==> config.mk <==
export PLATFORM = sky130hd
export DESIGN_NAME = instruction_fetch
export DESIGN_NICKNAME = d
export VERILOG_FILES = /design/src/rtl/instruction_fetch_pkg.sv /design/src/rtl/fetch_fifo.sv /design/src/rtl/instruction_fetch.sv
export SDC_FILE = /design/constraint.sdc
export NUM_CORES = 1
export LEC_CHECK = 0
export BUFFER_PORTS_ARGS = -buffer_cell sky130_fd_sc_hd__buf_2
export CORE_MARGIN = 1
export CORE_UTILIZATION = 23
export DETAILED_ROUTE_END_ITERATION = 10
export GPL_TIMING_DRIVEN = 0
export PLACE_DENSITY = 0.38
export SYNTH_ARGS = -nofsm -noshare
export SYNTH_HDL_FRONTEND = slang
export SYNTH_SLANG_ARGS = --single-unit
==> constraint.sdc <==
create_clock -name clk -period 3.99 [get_ports clk]
set_input_delay 0.798 -clock clk [delete_from_list [all_inputs] [get_ports clk]]
set_output_delay 0.798 -clock clk [all_outputs]
set_load 0.005 [all_outputs]
==> src/rtl/instruction_fetch_pkg.sv <==
// Shared types for the instruction fetch stage: buffered fetch entries and
// the PC word type used across the front end.
package instruction_fetch_types;

    typedef logic [63:0] double_word;

    typedef struct packed {
        double_word  pc;
        logic [31:0] instr;
    } fetch_entry_t;

    localparam logic [31:0] NOP_INSTR = 32'h0000_0013;

    function automatic double_word word_align(input double_word addr);
        return {addr[63:2], 2'b00};
    endfunction

endpackage

==> src/rtl/fetch_fifo.sv <==
// Circular fetch buffer holding {pc, instr} entries between the memory
// response port and the decode-facing output registers.
module fetch_fifo
    import instruction_fetch_types::*;
#(
    parameter int unsigned DEPTH = 2,
    localparam int unsigned CW = $clog2(DEPTH + 1)
) (
    input  logic          clk,
    input  logic          rst,
    input  logic          push,
    input  logic          pop,
    input  logic          flush,
    input  fetch_entry_t  push_data,
    output fetch_entry_t  head,
    output logic [CW-1:0] count,
    output logic          full,
    output logic          empty
);

    localparam int unsigned PW = (DEPTH > 1) ? $clog2(DEPTH) : 1;

    fetch_entry_t   mem [DEPTH];
    logic [PW-1:0]  rd_ptr;
    logic [PW-1:0]  wr_ptr;
    logic           do_push;
    logic           do_pop;

    function automatic logic [PW-1:0] bump(input logic [PW-1:0] p);
        return (p == PW'(DEPTH - 1)) ? '0 : p + 1'b1;
    endfunction

    assign empty   = (count == '0);
    assign full    = (count == CW'(DEPTH));
    assign do_pop  = pop && !empty;
    // A pop frees the slot in the same cycle, so a full buffer can still accept.
    assign do_push = push && (!full || do_pop);
    assign head    = mem[rd_ptr];

    always_ff @(posedge clk or negedge rst) begin
        if (!rst) begin
            rd_ptr <= '0;
            wr_ptr <= '0;
            count  <= '0;
            for (int unsigned i = 0; i < DEPTH; i++) begin
                mem[i] <= '0;
            end
        end else if (flush) begin
            rd_ptr <= '0;
            wr_ptr <= '0;
            count  <= '0;
        end else begin
            if (do_push) begin
                mem[wr_ptr] <= push_data;
                wr_ptr      <= bump(wr_ptr);
            end
            if (do_pop) begin
                rd_ptr <= bump(rd_ptr);
            end
            count <= count + CW'(do_push) - CW'(do_pop);
        end
    end

endmodule

==> src/rtl/instruction_fetch.sv <==
// IF stage: owns the PC, issues credit-limited in-order fetches, drops
// wrong-path responses after a redirect and feeds decode one word per cycle.
module instruction_fetch
    import instruction_fetch_types::*;
#(
    parameter double_word  RESET_PC   = 64'h0,
    parameter int unsigned FIFO_DEPTH = 2
) (
    input  logic        clk,
    input  logic        rst,
    output logic        imem_req_valid,
    output logic [63:0] imem_req_addr,
    input  logic        imem_req_ready,
    input  logic        imem_resp_valid,
    input  logic [31:0] imem_resp_data,
    input  logic        redirect_valid,
    input  logic [63:0] redirect_target,
    input  logic        halt,
    input  logic        stall_in,
    output logic        pc_output_valid,
    output logic [31:0] instruction,
    output logic [63:0] instruction_pc
);

    localparam int unsigned CW = $clog2(FIFO_DEPTH + 1);

    double_word    pc_q;
    double_word    resp_pc;
    logic [CW-1:0] outstanding;
    logic [CW-1:0] outstanding_next;
    logic [CW-1:0] drop;
    logic [CW-1:0] fifo_count;
    logic [CW:0]   in_flight;
    logic          fifo_full;
    logic          fifo_empty;
    logic          fifo_push;
    logic          fifo_pop;
    fetch_entry_t  fifo_head;
    fetch_entry_t  resp_entry;
    logic          fire;
    logic          resp_keep;
    logic          bypass;

    // Credits cover both buffered words and requests still in flight.
    assign in_flight      = (CW + 1)'(outstanding) + (CW + 1)'(fifo_count);
    assign imem_req_valid = rst && !halt && !redirect_valid && !fifo_full
                            && (in_flight < (CW + 1)'(FIFO_DEPTH));
    assign imem_req_addr  = pc_q;
    assign fire           = imem_req_valid && imem_req_ready;

    assign outstanding_next = outstanding + CW'(fire) - CW'(imem_resp_valid);

    assign resp_keep  = imem_resp_valid && (drop == '0);
    assign resp_entry = '{pc: resp_pc, instr: imem_resp_data};
    assign bypass     = resp_keep && fifo_empty && !stall_in;
    assign fifo_push  = resp_keep && !bypass && !redirect_valid;
    assign fifo_pop   = !stall_in && !fifo_empty && !redirect_valid;

    fetch_fifo #(.DEPTH(FIFO_DEPTH)) u_fifo (
        .clk       (clk),
        .rst       (rst),
        .push      (fifo_push),
        .pop       (fifo_pop),
        .flush     (redirect_valid),
        .push_data (resp_entry),
        .head      (fifo_head),
        .count     (fifo_count),
        .full      (fifo_full),
        .empty     (fifo_empty)
    );

    always_ff @(posedge clk or negedge rst) begin
        if (!rst) begin
            pc_q            <= RESET_PC;
            resp_pc         <= RESET_PC;
            outstanding     <= '0;
            drop            <= '0;
            pc_output_valid <= 1'b0;
            instruction     <= '0;
            instruction_pc  <= '0;
        end else begin
            outstanding <= outstanding_next;
            if (redirect_valid) begin
                // Everything still in flight after this cycle is wrong-path.
                pc_q            <= word_align(redirect_target);
                resp_pc         <= word_align(redirect_target);
                drop            <= outstanding_next;
                pc_output_valid <= 1'b0;
            end else begin
                if (fire) begin
                    pc_q <= pc_q + 64'd4;
                end
                if (resp_keep) begin
                    resp_pc <= resp_pc + 64'd4;
                end else if (imem_resp_valid) begin
                    drop <= drop - 1'b1;
                end
                if (!stall_in) begin
                    if (!fifo_empty) begin
                        pc_output_valid <= 1'b1;
                        instruction     <= fifo_head.instr;
                        instruction_pc  <= fifo_head.pc;
                    end else if (resp_keep) begin
                        pc_output_valid <= 1'b1;
                        instruction     <= resp_entry.instr;
                        instruction_pc  <= resp_entry.pc;
                    end else begin
                        pc_output_valid <= 1'b0;
                    end
                end
            end
        end
    end

endmodule

==> results_dict.tcl, run 1 <==
set metrics [dict create \
    finalSetupViolCount 0 \
    syn_avg_cell_area_um2 10.18 \
    yosysWarnings 0 \
    async_flop_share_pct 100.0 \
    crit_arrival_ns 3.16 \
    synth_enable_flop_cells 0 \
    crit_path_start_kind "primary input" \
    portBuffers 258 \
    pin_count 265 \
    regToRegEndpoint "imem_req_addr[56]" \
    max_cap_violations 0 \
    grt_max_degree 117 \
    hp-class "in -> async" \
    num_vias 17058 \
    wl_per_cell_um 22.20 \
    dpl.hpwl_mm 57.66 \
    ctsHtreeMaxLevel 2 \
    hold_ws_ns 0.06079 \
    final-max-slew-violation-count 0 \
    p_per_area_nw_per_um2 600.2 \
    drc_errors 0 \
    grt_pass1_wl_mm 116.9 \
    yosys.area_share.adder_pct 0.5276 \
    final_cell_area_um2 25350 \
    dp.cells 3425 \
    rrSetupSlack_ns 0.44 \
    cts.sinks 415 \
    initial_core_util_pct 23.36 \
    fp.coreArea_um2 87290 \
    yosys.cell_types.count 59 \
    path_max_fanout 10 \
    holdBufCountCts 0 \
    wirelength_mm 78.37 \
    fin_skew_ns 0.02923 \
    endpoint_kind "primary output" \
    clk_pin_slew_ns 0.06 \
    cts_made_buffers 52 \
    initialDrtViolationCount 1039 \
    synth_cells 2004 \
    firstDrtPassIters 7 \
    peakVddDrop_v 0.0003297 \
    synthMuxAreaShare_pct 15.55 \
    ant_nets 0 \
    hold_violations 0 \
    syn_area_um2 20390 \
    place.gp.congestion 0.8441 \
    status "completed" \
    gr-usage-all-layers_pct 17.34 \
    clk_path_buf_depth 3 \
    layout.nets 2440 \
    viasPerCell 4.832 \
    synth_top_family_by_area "simple AND/OR/NAND/NOR gates" \
    clk-insertion-delay-late_ns 0.62 \
    synth-simple-area-share_pct 16.61 \
    drive_gt1_share_pct 25.33 \
    rows 108 \
    synth_area_leaders "dfrtp_1 51%, mux2_2 11%, mux2i_1 5.0%" \
    cts_root_buffer "clkbuf_16" \
    fin_crit_sh_pct 99.26 \
    grt_pass1_vias 17618 \
    cp.required_ns 3.19 \
    finalPower_mw 15.22 \
    grt_overflow 0 \
    final_cells 3530 \
    placed_area_um2 23280 \
    cts_tree "done" \
    final_cell_mix "415 x dfrtp_1, 267 x buf_2, 219 x nand2_1" \
    synth_compound_area_share_pct 10.55 \
    fmax_ghz 0.2525 \
    worst-slew-pin-transition_ns 1.160 \
    final_common_cell "dfrtp_1" \
    slew_headroom_pct 21.92 \
    grt_antenna_before_repair 5 \
    ff2ff_path_depth 9 \
    ys_ff_latch 415 \
    ys_seq_area_share_pct 50.92 \
    worstSetupPathType "in -> out" \
    synth_xor_xnor_area_share_pct 2.491 \
    ys.flop_type "dfrtp_1" \
    p_leak_nw 10.87 \
    synth_top_area_share_pct 50.92 \
    rr_startpoint "u_fifo.count[0]" \
    dieHeight_um 299.8 \
    min_period_ns 3.960 \
    areaGrowthSynthToFinish_pct 24.30 \
    die-area_um2 89870 \
    yosys.area.top_type "dfrtp_1" \
    die_w_um 299.8 \
    rsz0062_at_grt "no" \
]
## cells by family after synthesis
| logic type | after synthesis |
|---|---|
| flip-flops | 415 |
| XOR/XNOR | 58 |
| adder cells (fa/ha/maj) | 8 |
| AND/OR/NAND/NOR | 681 |
| AO/OA/AOI/OAI | 377 |
| other | 1 |
| multiplexers | 293 |
| buffers and inverters | 171 |
## worst max path at each step
| stage | from | endpoint | slack [ns] | depth (start not counted) |
|---|---|---|---|---|
| after floorplan | u_fifo.count[0] | drop[1] | 0.88 | 14 |
| after global placement | rst | drop[1] | -7.89 | 13 |
| after detailed placement | rst | drop[1] | -1.74 | 16 |
| after CTS | rst | imem_req_valid | 0.02 | 7 |
| after global routing | drop[0] | pc_output_valid | 0.05 | 8 |
| final | redirect_valid | imem_req_valid | 0.03 | 7 |
## power by group
part | internal [mW] | total [mW] | switching, mW
clock network | 3.21 | 5.22 | 2.01
logic | 1.70 | 3.70 | 2.00
registers | 5.48 | 6.30 | 0.819
## sequential cells by signal, indices dropped and copies added, names as in the netlist
register,count
imem_req_addr,62
pc_output_valid,1
instruction,32
drop,2
instruction_pc,62
u_fifo.rd_ptr,1
outstanding,2
resp_pc,62
u_fifo.mem,188
u_fifo.wr_ptr,1
u_fifo.count,2
## layer usage
metal | global-route usage [%] | part of all wire (%) | vias to the layer above | wire, um
met4 | 5.503 | 2.9 | 0 | 2275
met3 | 2.796 | 4.8 | 125 | 3780
met1 | 23.16 | 45 | 8536 | 35180
li1 | - | - | 7861 | -
met2 | 28.54 | 47 | 536 | 37140
met5 | 0 | 0 | - | 0
## layout make-up
cell class / instances / area (um2)
inverters: 25 / 93.84
multi-input cells: 1421 / 9358
fillers: 9285 / 61940
plain buffers: 145 / 590.6
clock buffers: 66 / 1475
well taps: 1155 / 1445
repair buffers: 269 / 1574
flip-flops and latches: 415 / 10390
clock inverters: 32 / 424.2
diodes: 2 / 5.005
## what timing repair did
| action | 4_1_cts | 5_1_grt |
|---|---|---|
| cloned | 3 | 2 |
| resized for setup | 6 | 4 |
| buffers inserted | 1 | 0 |
| pin swaps | 1 | 0 |
| setup endpoints to repair | 130 | 22 |
## cells in the mapped netlist, drive strengths merged (7+ instances only)
| cell type | instances |
|---|---|
| ha | 7 |
| nand4 | 62 |
| and4 | 16 |
| o311ai | 12 |
| nor4 | 42 |
| or4 | 22 |
| nor2 | 149 |
| mux2 | 191 |
| and2 | 8 |
| xor2 | 18 |
| a31oi | 17 |
| mux2i | 102 |
| a21oi | 118 |
| or3 | 13 |
| clkbuf | 115 |
| o21ai | 165 |
| dfrtp | 415 |
| inv | 24 |
| nand2 | 219 |
| nor2b | 8 |
| and3 | 20 |
| o211ai | 30 |
| buf | 31 |
| nand3 | 81 |
| xnor2 | 40 |
| nor3 | 23 |
## critical path, stage by stage
cell and delay [ns]:
buf_2 0.18, clkbuf_1 0.28, clkbuf_1 0.46, nor2_1 0.21
nand2_1 0.06, nor4_1 0.88, buf_2 0.27
## through the flow
stage | setup TNS (ns) | setup slack (ns) | utilization [%]
finish | 0 | 0.02958 | 29.04
global route | 0 | 0.04746 | 29.03
CTS | 0 | 0.02494 | 28.97
detailed placement | -100.66 | -1.742 | 26.66
global placement | -3335.21 | -7.893 | 26.51
floorplan | 0 | 0.8762 | -
(Power assumes the default switching activity.)
==> run 2, diff against run 1 <==
- CELL_PAD_IN_SITES_DETAIL_PLACEMENT: default -> 1
- CELL_PAD_IN_SITES_GLOBAL_PLACEMENT: default -> 1
- PLACE_DENSITY: 0.38 -> 0.45
==> run 2 against run 1 <==
Compared with the run above:
- clock-buffer cell count grew 14
- sequential cell count is the same
- highest routed layer unchanged
- final cell count shrank 0.20%
- non-clock buffer count shrank 4
- global-route usage grew 0.56 points
- critical endpoint is now imem_req_addr[41]
- via count shrank 0.90%
- largest power group unchanged
==> results_dict.tcl, run 2 (synthesis gave the netlist of run 1 again) <==
set metrics [dict create \
    place.gp.congestion 0.8506 \
    path_max_fanout 12 \
    n_fill_cell 10028 \
    portBuffers 258 \
    cts_made_buffers 52 \
    multi_input_comb_area_um2 9358 \
    cts.sinks 415 \
    cts_tree "done" \
    dieHeight_um 299.8 \
    gr-usage-all-layers_pct 17.90 \
    areaGrowthSynthToFinish_pct 23.05 \
    drc_errors 0 \
    crit_arrival_ns 4.17 \
    firstDrtPassIters 5 \
    wl_per_cell_um 22.76 \
    final_cells 3523 \
    pre_cts_ws_ns -0.9228 \
    fin_crit_sh_pct 92.34 \
    grt_overflow 0 \
    clk_pin_slew_ns 0.06 \
    seqCellArea_um2 10390 \
    drive_gt1_share_pct 24.76 \
    finalPower_mw 14.94 \
    fp.coreArea_um2 87290 \
    worstSetupPathType "reg -> reg" \
    slew_headroom_pct 22.80 \
    fmax_ghz 0.2714 \
    fin_ws_ns 0.3057 \
    grt_max_degree 116 \
    p_leak_nw 10.72 \
    finalSetupViolCount 0 \
    rrSetupSlack_ns 0.31 \
    wirelength_mm 80.18 \
    num_vias 16905 \
    largest_reg_flops 188 \
    peakVddDrop_v 0.0003267 \
    largest_register "u_fifo.mem" \
    rows 108 \
    grt_pass1_vias 18308 \
    viasPerCell 4.798 \
    final-max-slew-violation-count 0 \
    layout.nets 2436 \
    endpoint_kind "flip-flop" \
    worst-slew-pin-transition_ns 1.148 \
    regToRegEndpoint "imem_req_addr[41]" \
    final_common_cell "dfrtp_1" \
    fin_skew_ns 0.03332 \
    die-area_um2 89870 \
    min_period_ns 3.684 \
    rr_startpoint "u_fifo.count[0]" \
    dp.cells 3425 \
    holdBufCountCts 0 \
    ant_nets 0 \
    clk_path_buf_depth 3 \
    hp-class "in -> async" \
    cts_root_buffer "clkbuf_16" \
    pin_count 265 \
    initialDrtViolationCount 844 \
    grt_antenna_before_repair 4 \
    p_per_area_nw_per_um2 595.4 \
    die_w_um 299.8 \
    initial_core_util_pct 23.36 \
    cp.required_ns 4.47 \
    ff2ff_path_depth 10 \
    tns_ns 0 \
    status "completed" \
    ctsHtreeMaxLevel 2 \
    max_cap_violations 0 \
    clk-insertion-delay-late_ns 0.62 \
    grt_pass1_wl_mm 121.7 \
    hold_violations 0 \
    final_cell_mix "415 x dfrtp_1, 268 x buf_2, 219 x nand2_1" \
    rsz0062_at_grt "no" \
    crit_path_start_kind "flip-flop" \
    dpl.hpwl_mm 60.24 \
]
## run 2: changes by cell type in the layout (fill, tap and decap cells not counted), sizes merged
cell	previous run	this run
buf	294	297
bufbuf	3	0
bufinv	9	3
clkbuf	183	193
clkinv	20	11
clkinvlp	2	1
diode	2	1
## run 2: timing repair
action                                  in CTS  in global routing
gates resized for setup                      2                  3
endpoints found under the setup margin      14                  3
pin swaps                                    0                  1
buffers inserted                             0                  2
## run 2: layer usage
metal / GRT usage [%] / wire, um
met1: 24.02 / 36700
met3: 2.840 / 3241
met5: 0 / 0
met2: 30.15 / 38690
met4: 3.972 / 1553
## run 2: stage by stage
stage	hold WS [ns]	utilization [%]	instance area, um2
floorplan	0.4726	-	20410
global placement	0.4607	26.51	23140
detailed placement	0.4669	26.66	23280
CTS	0.06718	28.73	25080
global route	0.08151	28.75	25090
finish	0.08089	28.75	25100
## run 2: worst max path at each step
| stage | startpoint | endpoint | slack, ns | depth (start not counted) |
|---|---|---|---|---|
| 2_1_floorplan | u_fifo.count[0] | drop[1] | 0.88 | 14 |
| 3_3_place_gp | rst | drop[1] | -7.88 | 13 |
| 3_5_place_dp | rst | drop[1] | -0.92 | 14 |
| 4_1_cts | u_fifo.count[0] | drop[1] | -0.14 | 14 |
| 5_1_grt | u_fifo.count[1] | u_fifo.count[1] | 0.06 | 10 |
| 6_report | u_fifo.count[0] | imem_req_addr[41] | 0.31 | 10 |
## run 2: worst max-delay path, cell delays in order, from the launching register on
cell and delay (ns):
dfrtp_1 0.46, and2_1 0.21, fa_1 0.49, nand4bb_1 0.18, nor4_4 0.08, inv_1 0.43
clkbuf_1 0.53, clkbuf_1 0.68, o21ai_0 0.25, a21oi_1 0.17, nand2_1 0.07
## run 2: cell type report
| cell class | instances | share of cell area (%) |
|---|---|---|
| flip-flops and latches | 415 | 41.38 |
| diodes | 1 | 0.009972 |
| well taps | 1155 | 5.759 |
| repair buffers | 265 | 5.714 |
| plain buffers | 145 | 2.323 |
| clock inverters | 16 | 0.7479 |
| multi-input cells | 1421 | 37.29 |
| clock buffers | 80 | 6.402 |
| inverters | 25 | 0.3739 |
## run 2: power breakdown
group | switching, mW | internal (mW) | leakage, nW
Sequential | 0.838 | 5.48 | 5.22
Clock | 1.96 | 2.96 | 0.893
Combinational | 2.01 | 1.69 | 4.60
Total | 4.82 | 10.1 | 10.7
==> run 3, diff against run 2 <==
- REMOVE_ABC_BUFFERS: default -> 1
==> run 3 against run 2 <==
Compared with the run above:
- final area rose by 0.24%
- combinational power fell by 4%
- clock-buffer cell count rose by 1
- sequential share of layout area fell by 0.084 points
- critical endpoint is now imem_req_addr[62]
- non-clock buffer count fell by 108
- sequential cell count did not move
==> results_dict.tcl, run 3 (synthesis gave the netlist of run 1 again) <==
set metrics [dict create \
    min_period_ns 3.797 \
    status "completed" \
    clk-insertion-delay-late_ns 0.62 \
    n_fill_cell 9935 \
    layout.nets 2330 \
    cts_resized 0 \
    cts_root_buffer "clkbuf_16" \
    initial_core_util_pct 23.36 \
    initialDrtViolationCount 727 \
    multi_input_comb_area_um2 9400 \
    finalSetupViolCount 0 \
    fin_skew_ns 0.01906 \
    seqCellArea_um2 10390 \
    clk_pin_slew_ns 0.06 \
    grt_max_degree 106 \
    rr_startpoint "u_fifo.count[0]" \
    die-area_um2 89870 \
    cp_slowest_cell "or4_1" \
    gr-usage-all-layers_pct 16.40 \
    rrSetupSlack_ns 0.19 \
    slew_headroom_pct 20.92 \
    dpl.hpwl_mm 53.61 \
    ff2ff_path_depth 10 \
    regToRegEndpoint "imem_req_addr[62]" \
    dieHeight_um 299.8 \
    place.gp.congestion 0.7639 \
    crit_path_start_kind "flip-flop" \
    hold_violations 0 \
    wl_per_cell_um 21.69 \
    die_w_um 299.8 \
    worst-slew-pin-transition_ns 1.175 \
    slowest_delay_ns 0.65 \
    hp-class "in -> async" \
    fin_crit_sh_pct 95.17 \
    cts_tree "done" \
    areaGrowthSynthToFinish_pct 23.34 \
    largest_reg_flops 188 \
    final-max-slew-violation-count 0 \
    worstSetupPathType "reg -> reg" \
    portBuffers 258 \
    ant_nets 0 \
    final_cell_mix "414 x dfrtp_1, 256 x buf_2, 218 x nand2_1" \
    crit_arrival_ns 4.32 \
    firstDrtPassIters 4 \
    rows 108 \
    pin_count 265 \
    endpoint_kind "flip-flop" \
    holdBufCountCts 0 \
    rsz0062_at_grt "no" \
    hold_ws_ns 0.07662 \
    p_per_area_nw_per_um2 594.7 \
    path_max_fanout 14 \
    peakVddDrop_v 0.0003084 \
    cts_made_buffers 54 \
    grt_overflow 0 \
    grt_pass1_wl_mm 112.7 \
    largest_register "u_fifo.mem" \
    cts.sinks 415 \
    max_cap_violations 0 \
    grt_pass1_vias 17587 \
    crit_path_frequent_cell "buf_6" \
    drc_errors 0 \
    fp.coreArea_um2 87290 \
    num_vias 16492 \
    cp.required_ns 4.51 \
    p_leak_nw 10.83 \
    grt_antenna_before_repair 3 \
    ctsHtreeMaxLevel 2 \
    final_common_cell "dfrtp_1" \
    viasPerCell 4.829 \
    drive_gt1_share_pct 27.08 \
    clk_path_buf_depth 3 \
    finalPower_mw 14.96 \
    antenna_cells 0 \
    post_cts_buffers 0 \
    path_cells "and2_1 > fa_1 > nand4bb_1 > nor4_4 > buf_6 > buf_8 > buf_6 > nand4_1 > or4_1 > o211ai_1" \
    fmax_ghz 0.2634 \
    wirelength_mm 74.08 \
]
[run 3: cell types whose count changed in the layout (fill, tap and decap cells not counted), moves of 3 or more]
cell	delta
buf_4	+9
buf_16	+8
buf_1	-15
buf_6	+6
buf_12	+8
clkbuf_8	-3
buf_2	-12
clkbuf_1	-109
[run 3: worst max-delay path by stage]
| stage | from | end | slack, ns |
|---|---|---|---|
| 5_1_grt | rst | imem_req_addr[62] | 0.03 |
| 2_1_floorplan | redirect_valid | u_fifo.mem[100] | -7.13 |
| 4_1_cts | u_fifo.count[0] | imem_req_addr[62] | 0.13 |
| 6_report | u_fifo.count[0] | imem_req_addr[62] | 0.19 |
| 3_5_place_dp | rst | imem_req_addr[62] | -0.42 |
| 3_3_place_gp | redirect_valid | u_fifo.mem[96] | -19.87 |
[run 3: layer usage]
layer | up-vias | share of wire (%) | track usage [%]
met5 | - | 0.042 | 0
met4 | 4 | 2.2 | 4.349
met1 | 8488 | 45 | 21.28
met3 | 89 | 5.5 | 3.902
li1 | 7613 | - | -
met2 | 298 | 47 | 27.19
[run 3: worst max-delay path, delay by kind of cell, from the launching register on]
family          cells  cell delay, ns
buf+inv             3            0.56
fa+ha+maj           1            0.46
flops               1            0.46
compound gates      1            0.19
simple gates        5            2.03
[run 3: layout make-up]
cell class              count  share of cell area, %
clock buffers              81                  6.451
flip-flops and latches    415                  41.30
multi-input cells        1421                  37.37
clock inverters            16                 0.7908
well taps                1155                  5.745
repair buffers            302                  7.968
inverters                  25                 0.3780
[run 3: where the power goes]
group | internal [mW] | switching [mW] | total [mW]
logic | 1.74 | 1.84 | 3.57
registers | 5.48 | 0.873 | 6.36
clock network | 3.05 | 1.98 | 5.03
[run 3: through the flow]
step / TNS (ns) / worst slack, ns / cell area [um2] / cells / utilization, %
finish: 0 / 0.1929 / 25160 / 3415 / 28.82
global route: 0 / 0.03032 / 25160 / 3415 / 28.82
CTS: 0 / 0.1268 / 25160 / 3415 / 28.82
detailed placement: -2.580 / -0.4243 / 23330 / 3318 / 26.73
global placement: -7502.17 / -19.87 / 22560 / 3274 / 25.84
floorplan: -1279.40 / -7.133 / 19820 / 1861 / -
